**config.mk**
```make
export PLATFORM = sky130hd
export DESIGN_NAME = par2ser8_flat
export DESIGN_NICKNAME = d
export VERILOG_FILES = /design/src/rtl/par2ser8_if.sv /design/src/rtl/par2ser8.sv /design/src/flat_wrapper.sv
export SDC_FILE = /design/constraint.sdc
export NUM_CORES = 1
export LEC_CHECK = 0
export CORE_MARGIN = 2
export CORE_UTILIZATION = 30
export CTS_CLUSTER_DIAMETER = 50
export DETAILED_ROUTE_END_ITERATION = 10
export SYNTH_ARGS = -nofsm -noshare
export SYNTH_HDL_FRONTEND = slang
export SYNTH_SLANG_ARGS = --single-unit
```
**constraint.sdc**
```tcl
create_clock -name clk -period 1.5 [get_ports clk]
set_input_delay 0.15 -clock clk [delete_from_list [all_inputs] [get_ports clk]]
set_output_delay 0.15 -clock clk [all_outputs]
set_load 0.05 [all_outputs]
```
**src/rtl/par2ser8_if.sv**
```systemverilog
// Byte-in / bit-out handshake bundle for par2ser8: master is the converter, slave the surrounding producer/consumer.
interface par2ser8_if;
  logic [7:0] din;
  logic       din_valid;
  logic       din_ready;
  logic       y;
  logic       y_valid;
  logic       y_ready;
  logic       y_first;
  logic       y_last;
  logic       busy;

  modport master (
    input  din, din_valid, y_ready,
    output din_ready, y, y_valid, y_first, y_last, busy
  );

  modport slave (
    output din, din_valid, y_ready,
    input  din_ready, y, y_valid, y_first, y_last, busy
  );
endinterface

```
**src/rtl/par2ser8.sv**
```systemverilog
// 8-bit parallel-to-serial converter (y = word[sel]); PAR2SER_PARITY_EN appends an even-parity bit.
// Latency: first bit on y the cycle after the accept edge; frames of 8 bits (9 with parity).
// Backpressure: y_ready=0 freezes sel/word/outputs; din_ready only in IDLE or on the accepted last beat.
module par2ser8 #(
  parameter bit MSB_FIRST = 1'b0
) (
  input  logic       clk,
  input  logic       rst,
  par2ser8_if.master bus
);

  localparam logic [2:0] START_SEL = MSB_FIRST ? 3'd7 : 3'd0;
  localparam logic [2:0] LAST_SEL  = MSB_FIRST ? 3'd0 : 3'd7;

`ifdef PAR2SER_PARITY_EN
  typedef enum logic [1:0] {IDLE, SHIFT, PARITY} state_t;
`else
  typedef enum logic [1:0] {IDLE, SHIFT} state_t;
`endif

  state_t     state;
  logic [7:0] word;
  logic [2:0] sel;

  logic data_last;
  logic last_beat;
  logic up_xfer;
  logic dn_xfer;
  logic y_bit;

  assign data_last = (state == SHIFT) && (sel == LAST_SEL);

`ifdef PAR2SER_PARITY_EN
  assign last_beat = (state == PARITY);
`else
  assign last_beat = data_last;
`endif

  // Accepting on the last beat lets a new frame follow with no idle cycle.
  assign bus.din_ready = !rst && ((state == IDLE) || (last_beat && bus.y_ready));
  assign bus.y_valid   = (state != IDLE);
  assign bus.busy      = (state != IDLE);
  assign bus.y_first   = (state == SHIFT) && (sel == START_SEL);
  assign bus.y_last    = last_beat;
  assign bus.y         = y_bit;

  assign up_xfer = bus.din_valid && bus.din_ready;
  assign dn_xfer = bus.y_valid && bus.y_ready;

  always_comb begin
    y_bit = 1'b0;
    if (state == SHIFT)
      y_bit = word[sel];
`ifdef PAR2SER_PARITY_EN
    else if (state == PARITY)
      y_bit = ^word;
`endif
  end

  always_ff @(posedge clk or posedge rst) begin
    if (rst) begin
      state <= IDLE;
      word  <= '0;
      sel   <= '0;
    end else if (up_xfer) begin
      word  <= bus.din;
      sel   <= START_SEL;
      state <= SHIFT;
    end else if (dn_xfer) begin
      if ((state == SHIFT) && !data_last)
        sel <= MSB_FIRST ? (sel - 3'd1) : (sel + 3'd1);
`ifdef PAR2SER_PARITY_EN
      else if (state == SHIFT)
        state <= PARITY;
`endif
      else
        state <= IDLE;
    end
  end

endmodule

```
**src/flat_wrapper.sv**
```systemverilog
// flat-port wrapper written by rule: the top's interface ports become plain ports
module par2ser8_flat 
#(
  parameter bit MSB_FIRST = 1'b0
)
  (clk, rst, bus_din, bus_din_valid, bus_y_ready, bus_din_ready, bus_y, bus_y_valid, bus_y_first, bus_y_last, bus_busy);
  par2ser8_if bus_i ();
  input  logic clk;
  input  logic rst;
  input wire logic [$bits(bus_i.din)-1:0] bus_din;
  input wire logic [$bits(bus_i.din_valid)-1:0] bus_din_valid;
  input wire logic [$bits(bus_i.y_ready)-1:0] bus_y_ready;
  output wire logic [$bits(bus_i.din_ready)-1:0] bus_din_ready;
  output wire logic [$bits(bus_i.y)-1:0] bus_y;
  output wire logic [$bits(bus_i.y_valid)-1:0] bus_y_valid;
  output wire logic [$bits(bus_i.y_first)-1:0] bus_y_first;
  output wire logic [$bits(bus_i.y_last)-1:0] bus_y_last;
  output wire logic [$bits(bus_i.busy)-1:0] bus_busy;
  assign bus_i.din = bus_din;
  assign bus_i.din_valid = bus_din_valid;
  assign bus_i.y_ready = bus_y_ready;
  assign bus_din_ready = bus_i.din_ready;
  assign bus_y = bus_i.y;
  assign bus_y_valid = bus_i.y_valid;
  assign bus_y_first = bus_i.y_first;
  assign bus_y_last = bus_i.y_last;
  assign bus_busy = bus_i.busy;
  par2ser8 #(.MSB_FIRST(MSB_FIRST)) u_core (.clk(clk), .rst(rst), .bus(bus_i));
endmodule
```
# Yosys cells after proc, flatten, opt, wreduce, memory -nomap -nowiden
# Index checks and enable logic that the tools add are counted.
dict set report word_totals {
  word_cells 34
  ff_bits 13
  inputBits 12
}
dict set report classes {
  mux 9
  n_lt_le_gt_ge 1
  reduce_logical 17
  add_sub_neg 1
  n_eq_ne 3
}
# operator count
set op_table {}
lappend op_table {{$mux 3} 3}
lappend op_table {{$logic_and 1x1->1} 7}
lappend op_table {{$mux 2} 3}
lappend op_table {{$reduce_bool 2->1} 3}
lappend op_table {{$lt 3x4->1 const B} 1}
lappend op_table {{$reduce_and 2->1} 2}
lappend op_table {{$add 3x1->3 const B} 1}
lappend op_table {{$bmux 1 s3} 1}
lappend op_table {{$eq 3x3->1 const B} 1}
lappend op_table {{$logic_not 3->1} 1}
lappend op_table {{$eq 2x1->1 const B} 1}
lappend op_table {{$logic_not 1->1} 2}
lappend op_table {{$logic_not 2->1} 1}
lappend op_table {{$mux 1} 2}
lappend op_table {{$ne 2x1->1 const B} 1}
lappend op_table {{$logic_or 1x1->1} 1}

# Depth between registers and ports, before layout
dict set report logic_depth {
  ltp_word 8
  ltp_mapped 6
  mapped_depth_nobuf 5
}

# Worst setup path before layout
# Ideal clock, no wire load.
dict set report synth_timing {
  kind {register to register}
  startpoint {register u_core.state[0]}
  endpoint {register u_core.word[1]}
  required_ns 1.375
  slack_ns -0.148
  path_stages_with_launch 5
  setup_time_ns 0.125
  arrival_ns 1.523
  path_cell_list {dfrtp_1 a21boi_4 nor3b_4 buf_6 mux2_4}
}
dict set report synth_between {
  elab_chain_cells 6
  word_cells_on_any_way 7
}
# element line_no
set synth_rtl {}
lappend synth_rtl {{start: declaration} par2ser8.sv:21} ;# state_t state;
lappend synth_rtl {{start signal: assignment} par2ser8.sv:62} ;# state <= IDLE;
lappend synth_rtl {{start signal: assignment} par2ser8.sv:68} ;# state <= SHIFT;
lappend synth_rtl {{start signal: assignment} par2ser8.sv:77} ;# state <= IDLE;
lappend synth_rtl {{$eq 2x1->1} par2ser8.sv:31} ;# assign data_last = (state == SHIFT) && (sel == LAST_SEL);
lappend synth_rtl {{$logic_and 1x1->1} par2ser8.sv:31}
lappend synth_rtl {{$logic_and 1x1->1} par2ser8.sv:40} ;# assign bus.din_ready = !rst && ((state == IDLE) || (last_beat && bus.y_ready));
lappend synth_rtl {{$logic_or 1x1->1 (*)} par2ser8.sv:40}
lappend synth_rtl {{$logic_and 1x1->1 (*)} par2ser8.sv:40}
lappend synth_rtl {{$logic_and 1x1->1 (*)} par2ser8.sv:47} ;# assign up_xfer = bus.din_valid && bus.din_ready;
lappend synth_rtl {{end signal: assignment} par2ser8.sv:66} ;# word <= bus.din;
lappend synth_rtl {{end: declaration} par2ser8.sv:22} ;# logic [7:0] word;
# Every way passes the cells marked *; elsewhere a longest branch is shown, timed or not.
# A chain may end at the register's enable or synchronous reset.

# Worst setup path after layout
dict set report layout_timing {
  startpoint {register u_core.sel[1]}
  endpoint {output port bus_y}
}
dict set report layout_between {
  elab_chain_cells 3
}
# element line_no
set layout_rtl {}
lappend layout_rtl {{start: declaration} par2ser8.sv:23} ;# logic [2:0] sel;
lappend layout_rtl {{start signal: assignment} par2ser8.sv:71} ;# sel <= MSB_FIRST ? (sel - 3'd1) : (sel + 3'd1);
lappend layout_rtl {{$bmux 1 s3} par2ser8.sv:53} ;# y_bit = word[sel];
lappend layout_rtl {{$mux 1 (not written as such)} par2ser8.sv:53}
lappend layout_rtl {{$mux 1} par2ser8.sv:52} ;# if (state == SHIFT)
lappend layout_rtl {{end: declaration} flat_wrapper.sv:14} ;# output wire logic [$bits(bus_i.y)-1:0] bus_y;
# No other way between the ends. The select of a mux whose other input is x is not followed.

==> metrics.yaml <==
drv_slew: 0
synth_compound_area_frac: 0.0288
cts_sinks: 12
p_switching_uw: 951
fin_cells: 108
comb_power_share: 0.663
die_w_um: 50.6
place_inst: 95
seq_area_frac_synth: 0.461
synth_top_family_by_area: "multiplexers"
crit_arrival_ns: 1.56
numCtsBuffers: 3
fin_skew_ns: 0.00206
setup_tns_ns: -1.69
p_int_mw: 1.53
clock-root-buffer: "clkbuf_4"
fmax_mhz: 586
max_stage_delay_ns: 0.49
synth_xor_area_frac: 0.0134
synthMuxAreaShare: 0.273
drcViolationCount: 0
postLayoutSetupSlackWorst_ns: -0.206
grt_max_degree: 13
grt_use_total: 0.115
hold_ws_ns: 0.317
synth_fa_ha_area_frac: 0.0576
drt_iter0_markers: 2
viasPerCell: 4.30
final_cell_mix: "clkdlybuf4s50_1, dfrtp_1, buf_4, buf_6, mux2_4"
cts_tree: "done"
power_frac_seq: 0.233
p_leak_nw: 0.503
drive_gt1_frac: 0.654
die_h_um: 50.6
ys_seq_elements: 12
clkTransAtPathRegs_ns: 0.08
grt_overflow_total: 0
io_pins: 18
vias: 464
wirelength_um: 1310
hold_viol: 0
nFillCells: 166
wl_per_cell_um: 12.1
switching_share: 0.383
clock_path_buffers: 2
ir_drop_mv: 0.986
hpwl_um: 920
yosys_warnings: 0
row_count: 16
htreeDepth: 1
path_cells: "buf_6, mux4_2, nand3b_1, nand2_1, buf_6"
critPathRequiredTime_ns: 1.35
start_util: 0.326
outcome: "finished with violations"
pwr_density_cell_nw_per_um2: 2200
criticalPathCategory: "flop to output port"
avgSynthCellArea_sq_um: 13.9
final_nets: 97
antenna_found_initial: 0
grt_first_pass_wirelength_um: 2150
cp_top_family: "multiplexers"
portBuffers: 17
die_area_sq_um: 2560
crit_path_end_kind: "output port"
rsz0062_at_grt: "yes"
syn_inst: 47
synth_nets: 62
worst_slew_pin_slew_ns: 0.466
worstPathMaxFanout: 3
critical_path.most_common_cell: "buf_6"
max_slew_margin: 0.689
cp-start-kind: "flop"
fin_crit_ns: 1.71
maxCapViolCount: 0
gp_congestion: 0.655
utilization: 0.563
final_antenna_net_count: 0
synth_simple_gate_area_frac: 0.121
hold_path.class: "input port to asynchronous set/reset pin"
critPathBufInv: 2
n_antenna_cell: 0
cts_hold_buf: 0
setup_violations: 16
post-route-period-util: 1.14
power.share.clock: 0.104
syn_area_sq_um: 652
clk_latency_ns: 0.27
ys_types: 18
violations: "setup timing"
area_growth_pct: 72.7
fp.coreArea_sq_um: 2000
slowest_stage: "mux4_2"
grt_pass1_vias: 509
drtPass1Iterations: 3
-- per-layer routing --
metal / wire (um) / vias to the layer above / track usage
li1: - / 228 / -
met1: 581 / 219 / 0.134
met2: 656 / 17 / 0.202
met3: 72 / 0 / 0.0476
met4: 0 / 0 / 0.0135
met5: 0 / - / 0
-- worst register-to-register path, stage by stage, from the launching register on --
cell and delay, ns:
dfrtp_1 0.39, buf_4 0.14, ha_4 0.15, ha_4 0.16, a21boi_4 0.18, nor3b_4 0.07
buf_6 0.14, mux2_4 0.29
-- logic make-up after synthesis --
kind of cell | Yosys count
AOI/OAI and AO/OA | 1
DFF | 12
xor gates and xnor gates | 1
muxes | 12
and+or+nand+nor | 13
adders and majority gates | 3
buffers and inverters | 5
-- cell usage after synthesis --
master / number / area share
nand2_1: 2 / 0.012
mux2i_1: 2 / 0.031
xnor2_1: 1 / 0.013
nand3_1: 1 / 0.0077
mux2_2: 2 / 0.035
buf_4: 1 / 0.012
ha_1: 3 / 0.058
and2_2: 1 / 0.012
mux4_2: 2 / 0.069
or2_2: 1 / 0.0096
nand3b_1: 2 / 0.023
nor2_1: 5 / 0.029
inv_1: 3 / 0.017
a21boi_4: 1 / 0.029
nor3b_4: 1 / 0.029
mux2_4: 6 / 0.14
buf_6: 1 / 0.017
dfrtp_1: 12 / 0.46
-- timing repair --
action / 4_1_cts / 5_1_grt
pin swaps: 7 / 6
endpoints found under the setup margin: 13 / 16
resized for setup: 20 / 7
buffers inserted: 9 / 0
-- power by group through the flow --
stage	Sequential [mW]	Combinational (mW)	Clock [mW]
final	0.579	1.65	0.257
after CTS	0.581	1.57	0.269
after detailed placement	0.581	1.22	0
after global placement	0.583	1.20	0
after global routing	0.603	1.76	0.293
after floorplan	0.634	0.767	0
-- area by class of cell --
cell class	instances	area (sq um)	share of cell area
timing repair buffer	32	335	0.298
sequential	12	302	0.268
multi-input combinational	30	403	0.358
tap	27	33.8	0.0300
inverter	3	16.3	0.0144
clock buffer	4	36.3	0.0322
-- final timing paths --
kind,slack [ns],end,cells past startpoint,from
min in group clk,0.49,u_core.word[1],2,bus_din[1]
worst min-delay path,0.32,u_core.word[5],2,rst
worst min register to register,0.51,u_core.word[1],1,u_core.word[1]
worst max-delay path,-0.21,bus_y,5,u_core.sel[1]
max in group asynchronous,0.84,u_core.state[0],2,rst
worst max register to register,-0.14,u_core.word[3],7,u_core.sel[1]
-- registers in the layout (all words and copies together) (netlist names) --
| signal | flops |
|---|---|
| u_core.word | 8 |
| u_core.state | 1 |
| u_core.sel | 3 |
-- through the flow --
stage               power, mW  worst slack, ns  instance area, sq um
floorplan                1.40           -0.128                   668
finish                   2.48           -0.206                  1130
detailed placement       1.80           -0.123                   921
global placement         1.78          -0.0888                   921
CTS                      2.41           -0.219                  1100
global route             2.66           -0.306                  1130
Power figures use the tool's default switching activity.
